[config.mk]
export PLATFORM = sky130hd
export DESIGN_NAME = mic_clk_ctrl
export DESIGN_NICKNAME = d
export VERILOG_FILES = /design/src/rtl/mic_clk_ctrl.sv
export SDC_FILE = /design/constraint.sdc
export NUM_CORES = 1
export LEC_CHECK = 0
export BUFFER_PORTS_ARGS = -buffer_cell sky130_fd_sc_hd__clkbuf_2
export CAP_MARGIN = 20
export CORE_MARGIN = 5
export CORE_UTILIZATION = 46
export DETAILED_ROUTE_END_ITERATION = 8
export GPL_TIMING_DRIVEN = 1
export MAX_ROUTING_LAYER = met4
export PLACE_DENSITY = 0.68
export RECOVER_POWER = 50
export SETUP_SLACK_MARGIN = 0.02
export SYNTH_ARGS = -nofsm -noshare
export SYNTH_HDL_FRONTEND = slang
export SYNTH_SLANG_ARGS = --single-unit
[constraint.sdc]
create_clock -name clk -period 5 [get_ports clk]
set_input_delay 0.75 -clock clk [delete_from_list [all_inputs] [get_ports clk]]
set_output_delay 0.75 -clock clk [all_outputs]
set_load 0.02 [all_outputs]
[src/rtl/mic_clk_ctrl.sv]
// mic_clk_ctrl: enable/warm-up/stop sequencer and reloadable half-period divider for the mic clock.
// Build option MIC_EDGE_STB_EN enables rise_stb/fall_stb; when undefined both are tied low.
module mic_clk_ctrl #(
    parameter int unsigned DIV_W       = 8,
    parameter int unsigned WARM_W      = 16,
    parameter int unsigned DEFAULT_DIV = 6
) (
    input  logic              clk,
    input  logic              reset,
    input  logic              enable,
    input  logic [DIV_W-1:0]  cfg_div,
    input  logic              cfg_valid,
    output logic              cfg_ready,
    input  logic [WARM_W-1:0] warmup_cycles,
    output logic              mic_clk,
    output logic              rise_stb,
    output logic              fall_stb,
    output logic              running,
    output logic              busy
);

    typedef enum logic [1:0] {StIdle, StWarmup, StRun, StStop} state_e;

    localparam logic [DIV_W-1:0]  DivOne  = DIV_W'(1);
    localparam logic [DIV_W-1:0]  DivMin  = DIV_W'(2);
    localparam logic [DIV_W-1:0]  DivRst  = DIV_W'(DEFAULT_DIV);
    localparam logic [WARM_W-1:0] WarmOne = WARM_W'(1);

    state_e            state_q, state_d;
    logic [DIV_W-1:0]  cnt_q, cnt_d;
    logic [DIV_W-1:0]  div_q, div_d;
    logic [DIV_W-1:0]  pend_div_q, pend_div_d;
    logic              pend_q, pend_d;
    logic [WARM_W-1:0] warm_q, warm_d;
    logic              mic_clk_q, mic_clk_d;

    logic              cfg_xfer;
    logic [DIV_W-1:0]  cfg_div_sat;
    logic              dividing;
    logic              period_end;
    logic              stop_done;
    logic              toggle;
    logic              rise;
    logic              fall;
    logic              apply_pend;

    assign cfg_ready   = !pend_q;
    assign cfg_xfer    = cfg_valid && cfg_ready;
    assign cfg_div_sat = (cfg_div < DivMin) ? DivMin : cfg_div;

    assign dividing   = (state_q != StIdle);
    assign period_end = dividing && (cnt_q == (div_q - DivOne));
    // In STOP the rise that would start a new period is suppressed, so the clock parks low.
    assign stop_done  = (state_q == StStop) && !mic_clk_q && period_end;
    assign toggle     = period_end && !stop_done;
    assign rise       = toggle && !mic_clk_q;
    assign fall       = toggle && mic_clk_q;

    // Pending value lands only on a full-period boundary, or whenever the clock is parked.
    assign apply_pend = pend_q && (rise || stop_done || (state_q == StIdle));

    always_comb begin
        state_d    = state_q;
        cnt_d      = cnt_q;
        div_d      = div_q;
        pend_d     = pend_q;
        pend_div_d = pend_div_q;
        warm_d     = warm_q;
        mic_clk_d  = mic_clk_q;

        if (dividing) begin
            cnt_d = period_end ? '0 : (cnt_q + DivOne);
            if (toggle) begin
                mic_clk_d = !mic_clk_q;
            end
        end

        if (apply_pend) begin
            div_d  = pend_div_q;
            pend_d = 1'b0;
        end else if (cfg_xfer) begin
            if (state_q == StIdle) begin
                div_d = cfg_div_sat;
            end else begin
                pend_d     = 1'b1;
                pend_div_d = cfg_div_sat;
            end
        end

        unique case (state_q)
            StIdle: begin
                if (enable) begin
                    warm_d    = warmup_cycles;
                    cnt_d     = '0;
                    mic_clk_d = 1'b0;
                    state_d   = (warmup_cycles == '0) ? StRun : StWarmup;
                end
            end
            StWarmup: begin
                if (!enable) begin
                    state_d = StStop;
                end else if (rise) begin
                    warm_d = warm_q - WarmOne;
                    if (warm_q == WarmOne) begin
                        state_d = StRun;
                    end
                end
            end
            StRun: begin
                if (!enable) begin
                    state_d = StStop;
                end
            end
            StStop: begin
                if (stop_done) begin
                    state_d = StIdle;
                end
            end
            default: state_d = StIdle;
        endcase
    end

    always_ff @(posedge clk) begin
        if (!reset) begin
            state_q    <= StIdle;
            cnt_q      <= '0;
            div_q      <= DivRst;
            pend_q     <= 1'b0;
            pend_div_q <= '0;
            warm_q     <= '0;
            mic_clk_q  <= 1'b0;
        end else begin
            state_q    <= state_d;
            cnt_q      <= cnt_d;
            div_q      <= div_d;
            pend_q     <= pend_d;
            pend_div_q <= pend_div_d;
            warm_q     <= warm_d;
            mic_clk_q  <= mic_clk_d;
        end
    end

    assign mic_clk = mic_clk_q;
    assign running = (state_q == StRun);
    assign busy    = (state_q != StIdle);

`ifdef MIC_EDGE_STB_EN
    logic from_run_q, from_run_d;
    logic stb_allow;
    logic rise_stb_q;
    logic fall_stb_q;

    // Remembers whether STOP was entered from RUN; warm-up edges never strobe.
    assign from_run_d = (state_q == StStop) ? from_run_q : (state_q == StRun);
    assign stb_allow  = (state_q == StRun) || ((state_q == StStop) && from_run_q);

    always_ff @(posedge clk) begin
        if (!reset) begin
            from_run_q <= 1'b0;
            rise_stb_q <= 1'b0;
            fall_stb_q <= 1'b0;
        end else begin
            from_run_q <= from_run_d;
            rise_stb_q <= rise && stb_allow;
            fall_stb_q <= fall && stb_allow;
        end
    end

    assign rise_stb = rise_stb_q;
    assign fall_stb = fall_stb_q;
`else
    assign rise_stb = 1'b0;
    assign fall_stb = 1'b0;
`endif

endmodule
* Word-level counts from Yosys, hierarchy flattened
Index checks and enable logic that the tools add are counted.
** Word-level totals
- Flip-flop bits (word level) :: 44
- Input bits :: 28
- Output and inout bits :: 6
- Logic and storage cells :: 74
** Cells by class
- Add/subtract/negate cells :: 3
- $lt $le $gt $ge :: 1
- Equal/unequal tests :: 12
- Multiplexer cells :: 24
- Bitwise gates (word level) :: 3
- Reductions and logical operators :: 24
** Operator list (number)
- 8-bit two-way mux :: 8
- 16-bit two-way mux :: 3
- 16-bit case mux with 2 select lines :: 1
- 16-bit by 1-bit == test with 1-bit output (second input constant) :: 1
- 16-bit logical NOT :: 1
- 16-bit by 1-bit subtractor with 16-bit output (second input constant) :: 1
- 2-bit two-way mux :: 7
- 2-bit inequality test (second input constant) :: 5
- 8-bit by 1-bit adder with 8-bit output (second input constant) :: 1
- 8-bit == test :: 1
- 8-bit by 2-bit less-than comparator with 1-bit output (second input constant) :: 1
- 2-bit case mux with 4 select lines :: 1
- 2-bit nonzero test :: 4
- 8-bit by 1-bit subtractor with 8-bit output (second input constant) :: 1
- 1-bit logical AND :: 7
- 3-bit inequality test (second input constant) :: 2
- 5-bit AND reduction :: 1
- 2-bit == test (second input constant) :: 2
- 1-bit two-way mux :: 4
- 2-bit AND reduction :: 2
- 4-bit AND reduction :: 1
- 1-bit logical NOT :: 3
- 1-bit NOT :: 3
- 3-bit AND reduction :: 1
- 4 further kinds :: 5

* Logic depth before layout (Yosys ltp)
- Word-level depth :: 12
- Depth in mapped cells :: 16
- Mapped depth without buffers :: 14

* Worst setup path before layout
No wires, ideal clock.
- Path type :: register to register
- Start point :: register div_q[0]
- End point :: register state_q[1]
- Setup time :: 0.072 ns
- Data arrival time :: 3.193 ns
- Data required time :: 4.928 ns
- Slack :: 1.735 ns
- Cell stages (with the launch flop) :: 16
- Path buffers :: 1
- Clock period less this slack :: 3.265 ns
- Path through :: dfxtp_1 > inv_1 > ha_1 > o21ba_2 > a221oi_1 > o22ai_1 > or2_2 > clkbuf_1 > nor3_1 > ha_1 > nand4b_1 > nor3b_1 > a31oi_1 > or2_2 > o31ai_1 > mux2i_1
** Between the ends
- Longest elaborated chain between the ends :: 9
- Elaborated cells between the ends (all ways) :: 10
- Classes of those cells :: add/sub: 1; eq/ne: 3; reduce/logical: 6
** RTL lines
- start, declared :: line 31 : logic [DIV_W-1:0] div_q, div_d;
- start signal, assigned :: line 127 : div_q <= DivRst;
- start signal, assigned :: line 135 : div_q <= div_d;
- 8-bit by 1-bit subtractor with 8-bit output (*) :: line 52 : assign period_end = dividing && (cnt_q == (div_q - DivOne));
- 8-bit == test (*) :: line 52
- 1-bit logical AND (*) :: line 52
- 1-bit logical AND :: line 54 : assign stop_done = (state_q == StStop) && !mic_clk_q && period_end;
- 1-bit logical NOT :: line 55 : assign toggle = period_end && !stop_done;
- 1-bit logical AND :: line 55
- 1-bit logical AND :: line 56 : assign rise = toggle && !mic_clk_q;
- 3-bit inequality test (no line)
- 5-bit AND reduction (no line) (*)
- end signal, assigned :: line 125 : state_q <= StIdle;
- end signal, assigned :: line 133 : state_q <= state_d;
- end, declared :: line 29 : state_e state_q, state_d;
Every way passes the cells marked *; elsewhere a longest branch is shown, timed or not.
A chain may end at the register's enable or synchronous reset.

* Final worst setup path
- Start point :: register div_q[0]
- End point :: register state_q[0]
The elaborated chain is that of the path after synthesis.

==> metrics.md <==
| Metric | Value |
|---|---|
| Async set-or-reset flop fraction in the synthesized netlist | 0% |
| Max VDD drop | 0.181 mV |
| DRT iter0 DRCs | ~170 |
| Syn_area_per_cell | 7.74 um^2 |
| Post-DR vias/cell | about 6 |
| Nets@finish | 415 |
| Pwr Total | around 1.1 mW |
| Setup TNS Final | 0 ns |
| Largest net degree at the start of global routing | 34 |
| Dpl ws | around 1.5 ns |
| CP startpoint kind | flip-flop |
| Post-synth cell types | 60 |
| Min cycle time layout | about 3.6 ns |
| Synthesized flop and latch total | 44 |
| Status | finished, final reports clean |
| Number of synthesized flops with an enable pin | 0 |
| Seq/Total Area, Yosys | around a third |
| Post-synthesis compound-gate area fraction | about a quarter |
| Seq. cell area | just under 900 um^2 |
| Worst slew pin tran | ~1.2 ns |
| Adder-Cell Fraction of Synth Area | ~4% |
| Final setup violation count | 0 |
| Most frequent cells in the layout | 44 x nor2_1, 44 x dfxtp_1, 32 x nand2_1 |
| Final cycle utilization of the critical path | a little under three quarters |
| Simple-gate share of the synthesized area | about a quarter |
| WHS Path Cells | 2 |
| First-pass GRT wire length | ~11000 um |
| Critical register-to-register path startpoint | div_q[0] |
| I/O Buffers | 31 |
| Data required, critical path | approximately 5.2 ns |
| Multi-input gate area | about 0.0017 mm^2 |
| R2R setup slack | around 1.4 ns |
| Rel. slew slack | 22.3% |
| Clk_lat worst skew | ~0.3 ns |
| Post-cts sizing count | 0 |
| Max_cap viols | 0 |
| RSZ-0062 raised after global routing | no |
| Synth-to-Final Area Change | 9.13% |
| Maximum clock rate | 282 MHz |
| Worst Setup End Kind | flip-flop |
| Total CTS buffers | 5 |
| WP data arrival | around 3.7 ns |
| Placed cell count | roughly 450 |
| Setup bufs post-CTS | 0 |
| Worst hold endpoint | div_q[3] |
| Post-synthesis mux area share | just under 4% |
| Buf+Inv Stages, Crit Path | 1 |
| Routed vias | around 2700 |
| Crit path max-delay family | compound AO/OA/AOI/OAI gates |
| Worst-path cell chain | inv_1 -> ha_1 -> o21ba_2 -> a221oi_1 -> o22ai_1 -> or2_0 -> nor3_1 -> ha_1 -> nand4b_1 -> nor3b_1 -> a31oi_1 -> or2_2 -> o311ai_0 -> a21oi_1 |
| Post-Syn Area | about 0.0028 mm^2 |
| Starting Density | a little under half |
| Slew Viols, Final | 0 |
| Largest family of logic cells by synthesized area | simple AND/OR/NAND/NOR gates |
| Leakage | 1.17 nW |
| DIE HEIGHT | about 90 um |
| Final setup margin | approximately 1.4 ns |
| FF-to-FF path depth | 14 |
| Layout cell share with drive strength beyond 1 | about 14% |
| Post-Synthesis Cells | around 360 |
| Post-synthesis xor/xnor area fraction | 4.45% |
| FILL cells | approximately 580 |
| CTS max path bufs | 2 |
| Main synth FF type | dfxtp_1 |
| Vias in the first global route | 2407 |
| Post-DRT Antenna Nets | 0 |
| CTS tree | done |
| PD cells | 378 mW/mm^2 |
| Root Driver | clkbuf_8 |
| Worst hold start | pend_div_q[3] |
| Worst hold path type | flip-flop to flip-flop |
| Wire per inst | ~15 um |
| Hold_ws | 0.468 ns |
| CTS sink cnt | between 40 and 50 |
| Die area | 0.00764 mm^2 |
| Slowest CP cell | dfxtp_1 |
| Non-filler cells in the finished layout | between 400 and 500 |
| H-tree levels | 2 |
| Area of the core | 0.00589 mm^2 |
| Final hold violation count | 0 |
| GRT overflow | 0 |
| Routability cong. | about 0.90 |
| Drt pass-1 iters | 5 |
| Routed WL | around 7000 um |
| Ant. Diodes | 0 |
| Reg clk slew, reported paths | around 0.08 ns |
| I/O pin total | 34 |
| Critical R2R Capture | state_q[0] |
| Hold Buf Count CTS | 0 |
| Antenna violations before repair | 0 |
| CP Class | flip-flop to flip-flop |
| Critical Path Fanout Max | 7 |
| Row count | 28 |
| DRC viols | 0 |
| Cell repeated most along the worst path | ha_1 |
| Placed wire-length estimate | between 4000 and 5000 um |
| Ys Warns | 0 |
| Die width | 87.4 um |
| CP max stage delay | 0.43 ns |
| Clock skew | between 0.01 and 0.015 ns |
| Overall Global Routing Usage | 19.2% |
report_power, final:
part           switching (mW)  total (mW)  internal, mW
sequential             0.0566       0.458         0.401
clock                   0.118       0.231         0.113
combinational           0.265       0.447         0.182
total                   0.439        1.14         0.696
synthesized netlist by cell type, types with 3 or more instances:
library cell | n | area, um^2
dfxtp_1 | 44 | 881
nor2_1 | 44 | 165
nand2_1 | 32 | 120
a21oi_1 | 27 | 135
inv_1 | 20 | 75.1
o21ai_0 | 20 | 100
clkbuf_1 | 14 | 52.6
nor3_1 | 13 | 65.1
xor2_1 | 10 | 87.6
ha_1 | 9 | 113
mux2_2 | 7 | 78.8
nand3_1 | 7 | 35.0
nor4_1 | 7 | 43.8
nand4_1 | 6 | 37.5
o221ai_1 | 6 | 52.6
or3_1 | 6 | 37.5
a31oi_1 | 5 | 31.3
and3_1 | 5 | 31.3
nand2b_1 | 4 | 25.0
o221a_2 | 4 | 45.0
xnor2_1 | 4 | 35.0
mux2i_1 | 3 | 30.0
nor2b_1 | 3 | 18.8
o211ai_1 | 3 | 22.5
o31ai_1 | 3 | 22.5
or2_2 | 3 | 18.8
or4_1 | 3 | 22.5
worst reg2reg max path, stage by stage (launching register included):
cell	delay (ns)
dfxtp_1	0.43
inv_1	0.07
ha_1	0.26
o21ba_2	0.23
a221oi_1	0.30
o22ai_1	0.17
or2_0	0.34
nor3_1	0.19
ha_1	0.24
nand4b_1	0.11
nor3b_1	0.19
a31oi_1	0.14
or2_2	0.32
o311ai_0	0.30
a21oi_1	0.12
cell families after synthesis:
group | count (synthesis)
buffers and inverters | 40
other | 1
flip-flops | 44
XOR/XNOR | 14
AND/OR/NAND/NOR | 143
multiplexers | 10
AO/OA/AOI/OAI | 95
adder cells (fa/ha/maj) | 9
how the worst max path moves through the flow:
stage,cells after the start,end,startpoint
after global placement,14,state_q[0],div_q[0]
after global routing,14,state_q[0],div_q[0]
after floorplan,15,state_q[1],div_q[0]
after CTS,14,state_q[1],div_q[0]
after detailed placement,14,state_q[1],div_q[0]
final,14,state_q[0],div_q[0]
state kept, by name, indices dropped and copies added, names as in the netlist:
signal,flops
cnt_q,8
div_q,8
mic_clk,1
pend_div_q,8
pend_q,1
state_q,2
warm_q,16
layer usage:
layer / GRT usage (%) / share of wire, % / vias up
li1: - / - / 1337
met1: 25.6 / 46 / 1249
met3: 3.03 / 4.8 / 7
met2: 29.9 / 48 / 71
met4: 5.86 / 1.0 / 0
met5: - / 0 / -
cell type report:
type                       count  area share [%]
multi-input combinational    273            56.5
clock buffer                   8            3.00
inverter                      21            2.62
tap                           75            3.12
sequential                    44            29.3
timing repair buffer          33            5.49
per-stage QoR:
| step | instance area [um^2] | util [%] |
|---|---|---|
| 3_5_place_dp | 2940 | 49.9 |
| 3_3_place_gp | 2940 | 49.9 |
| 4_1_cts | 3030 | 51.4 |
| 6_report | 3010 | 51.1 |
| 5_1_grt | 3010 | 51.1 |
| 2_1_floorplan | 2760 | - |
Note: power is estimated with default switching activity, not from simulation.
